<file path="src/rtl/mat_res_serializer_if.sv">
// Result hand-off bus: packed 2x2 result + aux in, one serialized word per transfer out.
// master = producer/consumer side, slave = serializer.
interface mat_res_serializer_if #(
  parameter int W = 32
);
  logic [4*W-1:0] in_res;
  logic [W-1:0]   in_aux;
  logic           in_valid;
  logic           in_ready;
  logic [W-1:0]   out_data;
  logic [2:0]     out_idx;
  logic           out_last;
  logic           out_valid;
  logic           out_ready;

  modport master (
    output in_res, in_aux, in_valid, out_ready,
    input  in_ready, out_data, out_idx, out_last, out_valid
  );

  modport slave (
    input  in_res, in_aux, in_valid, out_ready,
    output in_ready, out_data, out_idx, out_last, out_valid
  );
endinterface

</file>
<file path="src/rtl/mat_res_serializer.sv">
// Serializes queued 2x2 matrix results MSB-first, one W-bit word per valid/ready transfer.
// First word visible the cycle after accept; in_ready tracks registered FIFO occupancy only.
module mat_res_serializer #(
  parameter int W        = 32,
  parameter int DEPTH    = 2,
  parameter bit EMIT_AUX = 1'b1
) (
  input  logic                 clk,
  input  logic                 rst_n,
  mat_res_serializer_if.slave  bus,
  output logic [15:0]          res_count
);
  localparam int AW = (DEPTH > 1) ? $clog2(DEPTH) : 1;
  localparam int CW = AW + 1;
  localparam int EW = 5 * W;
  localparam logic [2:0] LAST_IDX = EMIT_AUX ? 3'd4 : 3'd3;

  typedef enum logic {S_IDLE, S_SEND} state_t;

  state_t        state_q, state_d;
  logic [EW-1:0] mem_q [DEPTH];
  logic [EW-1:0] mem_d [DEPTH];
  logic [AW-1:0] wr_ptr_q, wr_ptr_d;
  logic [AW-1:0] rd_ptr_q, rd_ptr_d;
  logic [CW-1:0] count_q, count_d;
  logic [2:0]    idx_q, idx_d;
  logic [15:0]   res_count_q, res_count_d;

  logic          full;
  logic          push;
  logic          xfer;
  logic          last;
  logic          pop;
  logic          send;
  logic [EW-1:0] head;
  logic [W-1:0]  word;

  assign full         = (count_q == CW'(DEPTH));
  assign bus.in_ready = rst_n & ~full;
  assign push         = bus.in_valid & bus.in_ready;
  assign send         = (state_q == S_SEND);
  assign head         = mem_q[rd_ptr_q];
  assign last         = (idx_q == LAST_IDX);
  assign xfer         = send & bus.out_ready;
  assign pop          = xfer & last;

  // Entry layout is {c00, c01, c10, c11, aux}, so idx walks from the top slice down.
  always_comb begin
    word = '0;
    case (idx_q)
      3'd0:    word = head[5*W-1 -: W];
      3'd1:    word = head[4*W-1 -: W];
      3'd2:    word = head[3*W-1 -: W];
      3'd3:    word = head[2*W-1 -: W];
      3'd4:    word = head[W-1:0];
      default: word = '0;
    endcase
  end

  assign bus.out_valid = send;
  assign bus.out_data  = send ? word  : '0;
  assign bus.out_idx   = send ? idx_q : 3'd0;
  assign bus.out_last  = send & last;
  assign res_count     = res_count_q;

  always_comb begin
    mem_d       = mem_q;
    wr_ptr_d    = wr_ptr_q;
    rd_ptr_d    = rd_ptr_q;
    count_d     = count_q;
    idx_d       = idx_q;
    res_count_d = res_count_q;

    if (push) begin
      mem_d[wr_ptr_q] = {bus.in_res, bus.in_aux};
      wr_ptr_d        = wr_ptr_q + AW'(1);
    end
    if (xfer) begin
      idx_d = last ? 3'd0 : idx_q + 3'd1;
    end
    if (pop) begin
      rd_ptr_d    = rd_ptr_q + AW'(1);
      res_count_d = res_count_q + 16'd1;
    end
    if (push && !pop) begin
      count_d = count_q + CW'(1);
    end else if (pop && !push) begin
      count_d = count_q - CW'(1);
    end
  end

  // Staying in SEND across a last-word pop keeps back-to-back results bubble-free.
  always_comb begin
    state_d = state_q;
    case (state_q)
      S_IDLE: if (push) state_d = S_SEND;
      S_SEND: if (pop && (count_d == '0)) state_d = S_IDLE;
      default: state_d = S_IDLE;
    endcase
  end

  always_ff @(posedge clk or negedge rst_n) begin
    if (!rst_n) begin
      state_q     <= S_IDLE;
      wr_ptr_q    <= '0;
      rd_ptr_q    <= '0;
      count_q     <= '0;
      idx_q       <= 3'd0;
      res_count_q <= 16'd0;
      for (int i = 0; i < DEPTH; i++) begin
        mem_q[i] <= '0;
      end
    end else begin
      state_q     <= state_d;
      wr_ptr_q    <= wr_ptr_d;
      rd_ptr_q    <= rd_ptr_d;
      count_q     <= count_d;
      idx_q       <= idx_d;
      res_count_q <= res_count_d;
      for (int i = 0; i < DEPTH; i++) begin
        mem_q[i] <= mem_d[i];
      end
    end
  end
endmodule

</file>
<file path="src/flat_wrapper.sv">
// flat-port wrapper written by rule: the top's interface ports become plain ports
module mat_res_serializer_flat 
#(
  parameter int W        = 32,
  parameter int DEPTH    = 2,
  parameter bit EMIT_AUX = 1'b1
)
  (clk, rst_n, res_count, bus_in_res, bus_in_aux, bus_in_valid, bus_out_ready, bus_in_ready, bus_out_data, bus_out_idx, bus_out_last, bus_out_valid);
  mat_res_serializer_if #(.W(W)) bus_i ();
  input  logic clk;
  input  logic rst_n;
  output logic [15:0] res_count;
  input wire logic [$bits(bus_i.in_res)-1:0] bus_in_res;
  input wire logic [$bits(bus_i.in_aux)-1:0] bus_in_aux;
  input wire logic [$bits(bus_i.in_valid)-1:0] bus_in_valid;
  input wire logic [$bits(bus_i.out_ready)-1:0] bus_out_ready;
  output wire logic [$bits(bus_i.in_ready)-1:0] bus_in_ready;
  output wire logic [$bits(bus_i.out_data)-1:0] bus_out_data;
  output wire logic [$bits(bus_i.out_idx)-1:0] bus_out_idx;
  output wire logic [$bits(bus_i.out_last)-1:0] bus_out_last;
  output wire logic [$bits(bus_i.out_valid)-1:0] bus_out_valid;
  assign bus_i.in_res = bus_in_res;
  assign bus_i.in_aux = bus_in_aux;
  assign bus_i.in_valid = bus_in_valid;
  assign bus_i.out_ready = bus_out_ready;
  assign bus_in_ready = bus_i.in_ready;
  assign bus_out_data = bus_i.out_data;
  assign bus_out_idx = bus_i.out_idx;
  assign bus_out_last = bus_i.out_last;
  assign bus_out_valid = bus_i.out_valid;
  mat_res_serializer #(.W(W), .DEPTH(DEPTH), .EMIT_AUX(EMIT_AUX)) u_core (.clk(clk), .rst_n(rst_n), .bus(bus_i), .res_count(res_count));
endmodule
</file>
<file path="config.mk">
export PLATFORM = sky130hd
export DESIGN_NAME = mat_res_serializer_flat
export DESIGN_NICKNAME = d
export VERILOG_FILES = /design/src/rtl/mat_res_serializer_if.sv /design/src/rtl/mat_res_serializer.sv /design/src/flat_wrapper.sv
export SDC_FILE = /design/constraint.sdc
export NUM_CORES = 1
export LEC_CHECK = 0
export CAP_MARGIN = 30
export CELL_PAD_IN_SITES_DETAIL_PLACEMENT = 0
export CELL_PAD_IN_SITES_GLOBAL_PLACEMENT = 1
export CORE_UTILIZATION = 50
export CTS_CLUSTER_SIZE = 40
export DETAILED_ROUTE_END_ITERATION = 8
export DONT_BUFFER_PORTS = 1
export HOLD_SLACK_MARGIN = 0.08
export PLACE_DENSITY = 0.81
export SLEW_MARGIN = 15
export SYNTH_ARGS = -nofsm -noshare
export SYNTH_HDL_FRONTEND = slang
export SYNTH_SLANG_ARGS = --single-unit
</file>
<file path="constraint.sdc">
create_clock -name clk -period 2.9 [get_ports clk]
set_clock_uncertainty 0.2 [all_clocks]
set_input_delay 0.145 -clock clk [delete_from_list [all_inputs] [get_ports clk]]
set_output_delay 0.145 -clock clk [all_outputs]
set_load 0.01 [all_outputs]
</file>
# Word level (Yosys, flattened, before mapping)
# Index checks and enable logic that the tools add are counted.
[totals] ff_bits=344 word_cells=54
[classes] bitwise_logic=9 reduce_logical=8 add_sub_neg=6 n_eq_ne=5 order_cmp=3 mux=15
[ops] op="$mux W160" count=4
[ops] op="$bwmux W320" count=1
[ops] op="$demux W160 S1" count=1
[ops] op="$pmux W32 S5" count=1
[ops] op="$mux W32" count=1
[ops] op="$add A16 B1 Y16 const B" count=1
[ops] op="$eq A3 B2 Y1 const B" count=2
[ops] op="$mux W3" count=2
[ops] op="$and A1 B1 Y1" count=5
[ops] op="$ge A2 B2 Y1 const B" count=2
[ops] op="$logic_and A1 B1 Y1" count=4
[ops] op="$mux W2" count=2
[ops] op="$not A1 Y2" count=2
[ops] op="$add A3 B1 Y3 const B" count=1
[ops] op="$eq A3 B1 Y1 const B" count=1
[ops] op="$eq A3 B3 Y1 const B" count=1
[ops] op="$logic_not A3 Y1" count=1
[ops] op="$add A1 B1 Y1 const B" count=2
[ops] op="$add A2 B1 Y2 const B" count=1
[ops] op="$eq A2 B2 Y1 const B" count=1
[ops] op="$logic_not A1 Y1" count=2
[ops] op="$logic_not A2 Y1" count=1
[ops] op="$lt A2 B1 Y1 const B" count=1
[ops] op="$mux W1" count=2
[ops] op="3 further kinds" count=4

# Longest topological paths before layout
# Gate-level depths: netlist of run 1.
[logic_depth] ltp_word=12 mapped_depth=9

# Worst setup path after synthesis of run 1
# Ideal clock, no wire load.
[synth_timing] path_kind="flip-flop to output port" from="register u_core.idx_q[2]" to="output bus_out_data[10]" slack_ns=0.603 arrival_ns=1.952 n_path_buf=5 t_required_ns=2.555 stages_incl_launch_ff=10 cell_sequence="dfrtp_1 buf_4 buf_6 inv_2 buf_2 ha_1 clkbuf_1 o41ai_4 buf_2 a21oi_1"
[synth_via] elab_chain_cells=3 word_cells_on_any_way=7 classes_between="eq/ne: 4; mux: 2; reduce/logical: 1"
[synth_lines] item="start, declared" line_no="mat_res_serializer.sv:26" source="logic [2:0] idx_q, idx_d;"
[synth_lines] item="start signal, assigned" line_no="mat_res_serializer.sv:118" source="idx_q <= idx_d;"
[synth_lines] item="$eq A3 B3 Y1 (tied with other cells)" line_no="mat_res_serializer.sv:50" source="case (idx_q)"
[synth_lines] item="$pmux W32 S5 (*)" line_no="mat_res_serializer.sv:50"
[synth_lines] item="$mux W32 (*)" line_no="mat_res_serializer.sv:61" source="assign bus.out_data = send ? word : '0;"
[synth_lines] item="end, declared" line_no="flat_wrapper.sv:18" source="output wire logic [$bits(bus_i.out_data)-1:0] bus_out_data;"
# Mark *: on every way between the ends. The rest lies on a longest branch, timed or not.

# Worst setup path after layout of run 1
[layout_timing] from="register u_core.idx_q[1]" to="output bus_out_data[9]"
# The elaborated chain is that of the path after synthesis.

==> results of run 1 <==
-- area by class of cell --
cell class,instances,area share
diodes,6,0.000764
inverters,6,0.00115
well taps,402,0.0256
clock buffers,56,0.0607
clock inverters,14,0.00777
flip-flops and latches,344,0.439
multi-input cells,725,0.349
repair buffers,226,0.117
-- cells in the final DEF, fill, tap and decap left out, types with 7 or more instances in the layout --
cell,count
clkinv_2,8
o211ai_1,7
dlygate4sd3_1,163
xnor2_1,14
buf_4,45
clkbuf_16,42
buf_12,12
a31o_1,18
a22oi_1,52
mux2_1,111
nand2_1,55
a221oi_1,24
a21o_1,12
a21oi_1,35
dfrtp_1,341
o21ai_1,7
clkbuf_8,11
nand3_1,11
a22o_1,22
nor2_1,9
mux2_2,305
-- worst max-delay path by stage --
stage,to,start
finish,bus_out_data[9],u_core.idx_q[1]$_DFFE_PN0N_
global route,bus_out_data[9],u_core.idx_q[1]$_DFFE_PN0N_
CTS,bus_out_data[9],u_core.idx_q[1]$_DFFE_PN0N_
detailed placement,bus_out_data[9],u_core.idx_q[1]$_DFFE_PN0N_
global placement,bus_out_data[9],u_core.idx_q[1]$_DFFE_PN0N_
floorplan,bus_out_data[10],u_core.idx_q[2]$_DFFE_PN0N_
-- timing repair --
item,in CTS,in global routing
setup buffers,0,6
resized for setup,10,6
hold endpoints to repair,688,344
cloned,0,1
setup endpoints to repair,27,28
-- per-stage QoR --
step           power, mW  hold WS, ns  worst slack [ns]  instance area (µm²)
6_report            22.7       -0.872            0.0701                19700
5_1_grt             23.9       -0.897           0.00721                19600
4_1_cts             22.6       -0.893           0.00139                19500
3_5_place_dp        17.2       -0.338             0.429                16500
3_3_place_gp        16.9       -0.336             0.470                16500
2_1_floorplan       14.5       -0.351             0.603                16000
-- worst register-to-register path: stages, from the launching register on --
cell	delay, ns
dfrtp_1	0.35
inv_1	0.08
ha_1	0.22
nor2b_2	0.23
nand2_1	0.16
nor2_4	0.19
buf_12	0.42
mux2_2	0.49
-- registers in the layout, indices dropped and copies added, names as in the netlist --
signal	flops
u_core.rd_ptr_q	1
u_core.wr_ptr_q	1
u_core.idx_q	3
u_core.count_q	2
u_core.res_count	16
u_core.bus.out_valid	1
u_core.mem_q	320
-- power by group --
| part | leakage [nW] | internal (mW) | switching (mW) |
|---|---|---|---|
| clock network | 0.663 | 3.12 | 1.94 |
| logic | 3.48 | 4.86 | 4.17 |
| registers | 4.11 | 7.17 | 1.39 |
-- cells by family (layout without fill, tap and decap cells) --
group	count (synthesis)	in the layout	synth area share
buf+inv	94	302	0.0353
fa+ha+maj	7	7	0.00549
compound gates	183	183	0.0854
simple gates	100	100	0.0308
other cells	0	6	0
flops	344	344	0.539
mux	416	416	0.293
xor+xnor	19	19	0.0104
-- layer usage --
layer / vias up / global-route usage / routed length (µm)
li1: 4645 / - / -
met1: 5312 / 0.322 / 17200
met2: 264 / 0.411 / 19600
met3: 50 / 0.0449 / 1900
met4: 0 / 0.0732 / 953
met5: - / 0 / 0
==> metrics.txt, run 1 <==
Crit path max-delay family buffers and inverters; Worst-path clk slew 0.06 ns; PortBufs 0; first-pass GRT wire length 62900 µm; Worst Tran Pin Value 1.02 ns; ratio of cells with drive above 1 in the final layout 0.330; largest fanout on the critical path 16; Area Overhead vs Synth 23.1%; full die area 0.0326 mm²; pin count of the biggest net entering global routing 347; EDFF count, synth 0; Max Slew Vio Count 0; CP bufs+invs 3; critical path type register to primary output; Chip Height 181 µm; failing checks hold timing; fraction of registers with async set/reset 1.00; DP HPWL 24700 µm; Synth area leader dfrtp_1; I/O pin count 218; WL final 39600 µm; post-synthesis sequential area ratio 0.539; Syn Std Cell Area 0.0160 mm²; Slew HR 0.317; Setup TNS Final 0 ns; pwr/cell area 1150 mW/mm²; initial drt markers 602; leakage 8.26 nW; Non-Filler Instances 1779; fin crit share 0.976; register-to-register setup slack 0.46 ns; top-count cell post-synth dfrtp_1; Worst Reg-to-Reg Cells 7; FF+latch area 0.00862 mm²; Max Cap Violations 0; synth top area cells dfrtp_1, mux2_2, mux2_1, a22oi_1, a221oi_1; CP required 2.56 ns; Reg-to-Reg Start u_core.count_q[0]$_DFF_PN0_; Initial DRT Pass Iterations 4; slowest CP cell dfrtp_1; FILL cells 2375; Yosys Warn Count 0; Max VDD drop 694 µV; CTS Hold Bufs 163; Clock Tree Root clkbuf_16; FF+latch count, synth 344; final hold slack -0.872 ns; Syn Inst Count 1163; Period minus WS final 2.83 ns; antenna violations before repair 6; Die W 181 µm; outcome complete, but fails checks; ys flop type dfrtp_1; Hold Path Class input pin to asynchronous set/reset pin; Core Area 0.0315 mm²; Initial Utilization 0.507; vias 10.3k; Synth top cells by count dfrtp_1, mux2_2, mux2_1, nand2_1, a22oi_1; multi-input logic area 0.00686 mm²; Max Fclk 353 MHz; Levels on crit path 8; GRT Residual Overflow 0; CP arrival 2.48 ns; Worst-Skew Late Latency 0.51 ns; Worst setup EP type primary output; Synth top area share 0.539; Distinct cells, synth 41; CP Cell Sequence inv_1, ha_4, and2_4, buf_12, nand2_1, a31o_1, a21oi_1, buf_4; setup violation total in the final timing report 0; RSZ-0062 raised after global routing no; H-tree depth 2; crit-path max cell delay 0.43 ns; Sink Count 344; Worst Setup Start Kind register; # DRC 0; R2R Path End u_core.mem_q[274]$_DFFE_PN0P_; Final Util 0.624; vias in the first global route 10.9k; syn_area_per_cell 13.7 µm²; Final ANT Viol Nets 0; CTS Buf Count 38; final hold vios 344; All-Layer GR Usage 0.245; gpl congestion 0.812; # rows 65; TritonCTS clock tree built; Longest Clk Path Bufs 3; # placed instances 1533; average vias per placed instance 5.77; final net count 1512; Post-Syn Nets 1334; drt wl/cell 22.3 µm
No activity file was read; power rests on OpenSTA's default activity.
==> run 2, diff against run 1 <==
--- a/config.mk
+++ b/config.mk
@@ -8,13 +8,13 @@
 export CAP_MARGIN = 30
 export CELL_PAD_IN_SITES_DETAIL_PLACEMENT = 0
 export CELL_PAD_IN_SITES_GLOBAL_PLACEMENT = 1
-export CORE_UTILIZATION = 50
+export CORE_MARGIN = 2
+export CORE_UTILIZATION = 47
 export CTS_CLUSTER_SIZE = 40
 export DETAILED_ROUTE_END_ITERATION = 8
 export DONT_BUFFER_PORTS = 1
 export HOLD_SLACK_MARGIN = 0.08
-export PLACE_DENSITY = 0.81
-export SLEW_MARGIN = 15
+export PLACE_DENSITY = 0.8
 export SYNTH_ARGS = -nofsm -noshare
 export SYNTH_HDL_FRONTEND = slang
 export SYNTH_SLANG_ARGS = --single-unit
==> constraint.sdc (replaced) <==
create_clock -name clk -period 2.55 [get_ports clk]
set_clock_uncertainty 0.2 [all_clocks]
set_input_delay 0.1275 -clock clk [delete_from_list [all_inputs] [get_ports clk]]
set_output_delay 0.1275 -clock clk [all_outputs]
set_load 0.01 [all_outputs]
==> run 2 against run 1 <==
The flow finishes with violations (hold timing, setup timing). Global-route usage is 0.19 points higher. Clock-buffer cell count increased by 3. Final area up 6.6%. Register-to-register slack worse by 0.31 ns. Sequential cell count is the same. Setup slack lost 0.28 ns. Via count increased by 4.5%. Largest power group unchanged. Final cell count increased by 6.0%.
==> metrics.txt, run 2 (synthesis results as in run 1) <==
outcome complete, but fails checks (unchanged); failing checks hold timing, setup timing (was hold timing); Sink Count 344 (unchanged); Area Overhead vs Synth 31.2% (was 23.1%); Crit path max-delay family buffers and inverters (unchanged); average vias per placed instance 5.69 (was 5.77); Levels on crit path 9 (was 8); Worst Setup Start Kind register (unchanged); Non-Filler Instances 1886 (was 1779); Chip Height 188 µm (was 181 µm); pin count of the biggest net entering global routing 347 (unchanged); Initial DRT Pass Iterations 4 (unchanged); I/O pin count 218 (unchanged); # DRC 0 (unchanged); Worst-Skew Late Latency 0.54 ns (was 0.51 ns); largest fanout on the critical path 10 (was 16); Max VDD drop 807 µV (was 694 µV); Hold Path Class input pin to asynchronous set/reset pin (unchanged); final net count 1577 (was 1512); antenna violations before repair 5 (was 6); register-to-register setup slack 0.15 ns (was 0.46 ns); ratio of cells with drive above 1 in the final layout 0.378 (was 0.330); fin crit share 1.08; fin area 0.0210 mm² (was 0.0197 mm²); Max Fclk 362 MHz; Critical Path End bus_out_data[21] (was bus_out_data[9]); critical path type register to primary output (unchanged); total power 28.1 mW (was 22.7 mW); final worst setup slack -0.211 ns (was 0.0701 ns); Reg-to-Reg Start u_core.count_q[0]$_DFF_PN0_ (unchanged); TritonCTS clock tree built (unchanged); most frequent cells in the layout dfrtp_1, mux2_2, dlygate4sd3_1 (unchanged); Worst Tran Pin Value 1.15 ns (was 1.02 ns); vias in the first global route 11.5k (was 10.9k); Reg with most FFs u_core.mem_q (unchanged); setup violation total in the final timing report 32 (was 0); # rows 67 (was 65); Max Cap Violations 0 (unchanged); drt wl/cell 23.7 µm (was 22.3 µm); Slew HR 0.236 (was 0.317); WL final 44600 µm (was 39600 µm); gpl congestion 0.788 (was 0.812); DP HPWL 26300 µm (was 24700 µm); first-pass GRT wire length 68000 µm (was 62900 µm); most common cell after layout, fill and taps aside dfrtp_1 (unchanged); RSZ-0062 raised after global routing yes (was no); CTS Hold Bufs 190 (was 163); pwr/cell area 1340 mW/mm² (was 1150 mW/mm²); crit-path max cell delay 0.44 ns (was 0.43 ns); CP arrival 2.43 ns (was 2.48 ns); Max Slew Vio Count 0 (unchanged); Final Util 0.625 (was 0.624); CP required 2.22 ns (was 2.56 ns); All-Layer GR Usage 0.247 (was 0.245); Worst Reg-to-Reg Cells 8 (was 7); DP Worst Slack 0.201 ns (was 0.429 ns); GRT Residual Overflow 0 (unchanged); # placed instances 1589 (was 1533); Setup TNS Final -5.15 ns (was 0 ns); final hold slack -0.901 ns (was -0.872 ns); max FFs per register 320 (unchanged); Initial Utilization 0.476 (was 0.507); Post-DP Area 0.0168 mm² (was 0.0165 mm²); Clock Tree Root clkbuf_16 (unchanged); R2R Path End u_core.count_q[1]$_DFF_PN0_ (was u_core.mem_q[274]$_DFFE_PN0P_); CP Cell Sequence inv_2, ha_4, buf_8, and2_4, buf_12, nand2_1, a31o_1, a21oi_2, buf_4 (was inv_1, ha_4, and2_4, buf_12, nand2_1, a31o_1, a21oi_1, buf_4); CTS Buf Count 38 (unchanged); Period minus WS final 2.76 ns; vias 10.7k (was 10.3k); CP bufs+invs 4 (was 3); initial drt markers 562 (was 602); PortBufs 0 (unchanged); crit path from u_core.idx_q[0]$_DFFE_PN0N_ (was u_core.idx_q[1]$_DFFE_PN0N_); Worst-path clk slew 0.06 ns (about the same); Core Area 0.0335 mm² (was 0.0315 mm²); slowest CP cell dfrtp_2 (was dfrtp_1); Die W 188 µm (was 181 µm); Worst setup EP type primary output (unchanged); final hold vios 344 (unchanged); Final ANT Viol Nets 0 (unchanged); full die area 0.0355 mm² (was 0.0326 mm²); leakage 8.69 nW (was 8.26 nW); Longest Clk Path Bufs 3 (unchanged); H-tree depth 2 (unchanged)
[run 2: cell count changes in the layout (fill, tap and decap cells not counted), moves of 6 or more]
cell / delta
a22oi_1: -7
a221oi_1: -18
a21oi_1: -28
buf_6: +16
a221oi_2: +15
a21oi_2: +16
buf_12: +13
a22oi_2: +7
clkbuf_1: +8
dlygate4sd3_1: +27
buf_16: +6
a21oi_4: +12
[run 2: power breakdown]
| part | switching, mW | leakage, nW | internal [mW] |
|---|---|---|---|
| sequential | 1.56 | 4.11 | 8.15 |
| combinational | 6.11 | 3.99 | 7.02 |
| clock | 2.24 | 0.587 | 3.04 |
| total | 9.91 | 8.69 | 18.2 |
[run 2: how the worst min path moves through the flow]
| stage | start | to | slack [ns] | cells after the start |
|---|---|---|---|---|
| after floorplan | rst_n | u_core.bus.out_valid$_DFF_PN0_ | -0.37 | 0 |
| after global placement | rst_n | u_core.mem_q[80]$_DFFE_PN0P_ | -0.36 | 0 |
| after detailed placement | rst_n | u_core.mem_q[238]$_DFFE_PN0P_ | -0.36 | 0 |
| after CTS | rst_n | u_core.mem_q[114]$_DFFE_PN0P_ | -0.94 | 0 |
| after global routing | rst_n | u_core.mem_q[18]$_DFFE_PN0P_ | -0.93 | 0 |
| final | rst_n | u_core.mem_q[208]$_DFFE_PN0P_ | -0.90 | 0 |
[run 2: what timing repair did]
action,CTS,global route
buffers inserted,15,10
cloned,8,5
pin swaps,18,46
endpoints found under the hold margin,688,344
endpoints found under the setup margin,32,32
resized for setup,63,67
[run 2: area by class of cell]
cell class / count / area (µm²)
diodes: 4 / 10.0
clock buffers: 59 / 1120
clock inverters: 9 / 71.3
fillers: 2504 / 12600
inverters: 6 / 22.5
multi-input cells: 725 / 7310
flip-flops and latches: 344 / 8610
well taps: 448 / 561
repair buffers: 291 / 3250
[run 2: layer usage]
metal	track usage	part of all wire
met1	0.318	0.42
met2	0.421	0.50
met3	0.0503	0.051
met4	0.0739	0.030
met5	0	0.00020
==> run 3, diff against run 2 <==
--- a/config.mk
+++ b/config.mk
@@ -15,6 +15,7 @@
 export DONT_BUFFER_PORTS = 1
 export HOLD_SLACK_MARGIN = 0.08
 export PLACE_DENSITY = 0.8
+export REMOVE_ABC_BUFFERS = 1
 export SYNTH_ARGS = -nofsm -noshare
 export SYNTH_HDL_FRONTEND = slang
 export SYNTH_SLANG_ARGS = --single-unit
==> run 3 against run 2 <==
Worst hold slack better by 0.020 ns. Highest routed layer unchanged. Sequential cell count stayed put. Maximum frequency is 5.1% higher. Final area is 2.3% lower. Utilization is 1.4 points lower. Critical path depth is 3 lower. Non-clock buffer count is 35 lower. The flow still finishes with violations (hold timing, setup timing). Wire length is 6.2% lower. Power is 4.0% lower. Clock-buffer cell count is 5 lower. Critical path type unchanged.
==> metrics.txt, run 3 (synthesis results as in run 1) <==
outcome complete, but fails checks (unchanged); failing checks hold timing, setup timing (unchanged); FILL cells 2534 (was 2504); most common cell after layout, fill and taps aside dfrtp_1 (unchanged); pwr/cell area 1320 mW/mm² (was 1340 mW/mm²); Reg with most FFs u_core.mem_q (unchanged); register-to-register setup slack 0.23 ns (was 0.15 ns); Max Cap Violations 0 (unchanged); Worst Tran Pin Value 0.439 ns (was 1.15 ns); Worst Setup Start Kind register (unchanged); Worst setup EP type primary output (unchanged); H-tree depth 2 (unchanged); Initial DRT Pass Iterations 5 (was 4); TritonCTS clock tree built (unchanged); Slew HR 0.707 (was 0.236); antenna violations before repair 4 (was 5); RSZ-0062 raised after global routing yes (unchanged); final hold slack -0.882 ns (was -0.901 ns); final hold vios 344 (unchanged); R2R Path End u_core.mem_q[294]$_DFFE_PN0P_ (was u_core.count_q[1]$_DFF_PN0_); All-Layer GR Usage 0.231 (was 0.247); # rows 67 (unchanged); CTS Buf Count 39 (was 38); critical path type register to primary output (unchanged); Core Area 0.0335 mm² (unchanged); Area Overhead vs Synth 28.2% (was 31.2%); Post-DP Area 0.0166 mm² (was 0.0168 mm²); Sink Count 344 (unchanged); Final ANT Viol Nets 0 (unchanged); final net count 1543 (was 1577); leakage 8.48 nW (was 8.69 nW); fin area 0.0205 mm² (was 0.0210 mm²); Chip Height 188 µm (unchanged); Worst-path clk slew 0.06 ns (about the same); Clock Tree Root clkbuf_16 (unchanged); DP HPWL 23700 µm (was 26300 µm); Max Fclk 380 MHz (was 362 MHz); I/O pin count 218 (unchanged); Initial Utilization 0.476 (unchanged); Non-Filler Instances 1849 (was 1886); first-pass GRT wire length 64800 µm (was 68000 µm); Period minus WS final 2.63 ns (was 2.76 ns); Max VDD drop 812 µV (was 807 µV); max FFs per register 320 (unchanged); final worst setup slack -0.0783 ns (was -0.211 ns); vias in the first global route 11.5k (about the same); GRT Residual Overflow 0 (unchanged); ratio of cells with drive above 1 in the final layout 0.369 (was 0.378); drt wl/cell 22.6 µm (was 23.7 µm); gpl congestion 0.739 (was 0.788); largest fanout on the critical path 6 (was 10); CP arrival 2.30 ns (was 2.43 ns); setup violation total in the final timing report 28 (was 32); CP required 2.22 ns (about the same); Max Slew Vio Count 0 (unchanged); Die W 188 µm (unchanged); Longest Clk Path Bufs 3 (unchanged); CTS Hold Bufs 171 (was 190); full die area 0.0355 mm² (unchanged); pin count of the biggest net entering global routing 347 (unchanged); crit path from u_core.idx_q[0]$_DFFE_PN0N_ (unchanged); Hold Path Class input pin to asynchronous set/reset pin (unchanged); Worst-Skew Late Latency 0.52 ns (was 0.54 ns); fin crit share 1.03 (was 1.08); Worst Reg-to-Reg Cells 7 (was 8); most frequent cells in the layout dfrtp_1, mux2_2, dlygate4sd3_1 (unchanged); Reg-to-Reg Start u_core.count_q[0]$_DFF_PN0_ (unchanged); initial drt markers 491 (was 562); # placed instances 1573 (was 1589); PortBufs 0 (unchanged); average vias per placed instance 5.67 (was 5.69); Critical Path End bus_out_data[17] (was bus_out_data[21]); # DRC 0 (unchanged); vias 10.5k (was 10.7k); WL final 41900 µm (was 44600 µm)
[run 3: changes by cell type in the layout (fill, tap and decap cells not counted), sizes merged]
cell,before,now
clkinvlp,0,2
clkinv,6,7
clkbuf,62,59
diode,4,3
buf,98,80
bufinv,0,1
dlygate4sd3,190,171
[run 3: layer usage]
metal	GRT usage	vias up	wire length, µm
met5	0	-	13
met4	0.0544	2	836
met3	0.0445	68	2090
met2	0.397	253	20600
met1	0.303	5461	18300
li1	-	4707	-
[run 3: through the flow]
| step | total power, mW | hold slack (ns) | setup TNS (ns) | util | setup slack (ns) |
|---|---|---|---|---|---|
| final | 27.0 | -0.882 | -1.36 | 0.611 | -0.0783 |
| after detailed placement | 19.1 | -0.353 | 0 | 0.495 | 0.258 |
| after floorplan | 16.3 | -0.368 | -752.88 | - | -3.29 |
| after CTS | 26.1 | -0.911 | -1.91 | 0.599 | -0.103 |
| after global placement | 18.7 | -0.354 | 0 | 0.495 | 0.289 |
| after global routing | 28.5 | -0.907 | -3.63 | 0.611 | -0.153 |
[run 3: repair_timing]
action | 4_1_cts | 5_1_grt
resized for setup | 58 | 47
setup endpoints to repair | 32 | 32
buffers inserted | 23 | 3
pin swaps | 7 | 20
gates cloned | 5 | 5
hold endpoints to repair | 688 | 344
[run 3: layout make-up]
class                           count  area (µm²)  area share
Sequential cell                   344        8620       0.421
Inverter                            6        25.0     0.00122
Multi-Input combinational cell    725        7200       0.352
Timing Repair Buffer              256        2860       0.140
Clock buffer                       54        1090      0.0534
Tap cell                          448         561      0.0274
Antenna cell                        3        7.51    0.000367
Clock inverter                     13         106     0.00519
[run 3: worst max-delay path, stage by stage, from the launching register on]
cell	delay, ns
dfrtp_2	0.47
ha_4	0.19
ha_4	0.18
o41ai_4	0.46
buf_6	0.24
clkbuf_16	0.18
a21oi_2	0.05
[run 3: worst min-delay path by stage]
stage / from / to / slack, ns / depth (start not counted)
2_1_floorplan: rst_n / u_core.bus.out_valid$_DFF_PN0_ / -0.37 / 0
3_3_place_gp: rst_n / u_core.mem_q[5]$_DFFE_PN0P_ / -0.35 / 0
3_5_place_dp: rst_n / u_core.mem_q[229]$_DFFE_PN0P_ / -0.35 / 0
4_1_cts: rst_n / u_core.mem_q[223]$_DFFE_PN0P_ / -0.91 / 0
5_1_grt: rst_n / u_core.mem_q[229]$_DFFE_PN0P_ / -0.91 / 0
6_report: rst_n / u_core.mem_q[319]$_DFFE_PN0P_ / -0.88 / 0
[run 3: power breakdown]
part	total, mW	switching [mW]	leakage (nW)	internal [mW]
combinational	12.0	5.54	3.77	6.46
sequential	9.70	1.54	4.11	8.16
clock	5.32	2.22	0.590	3.10
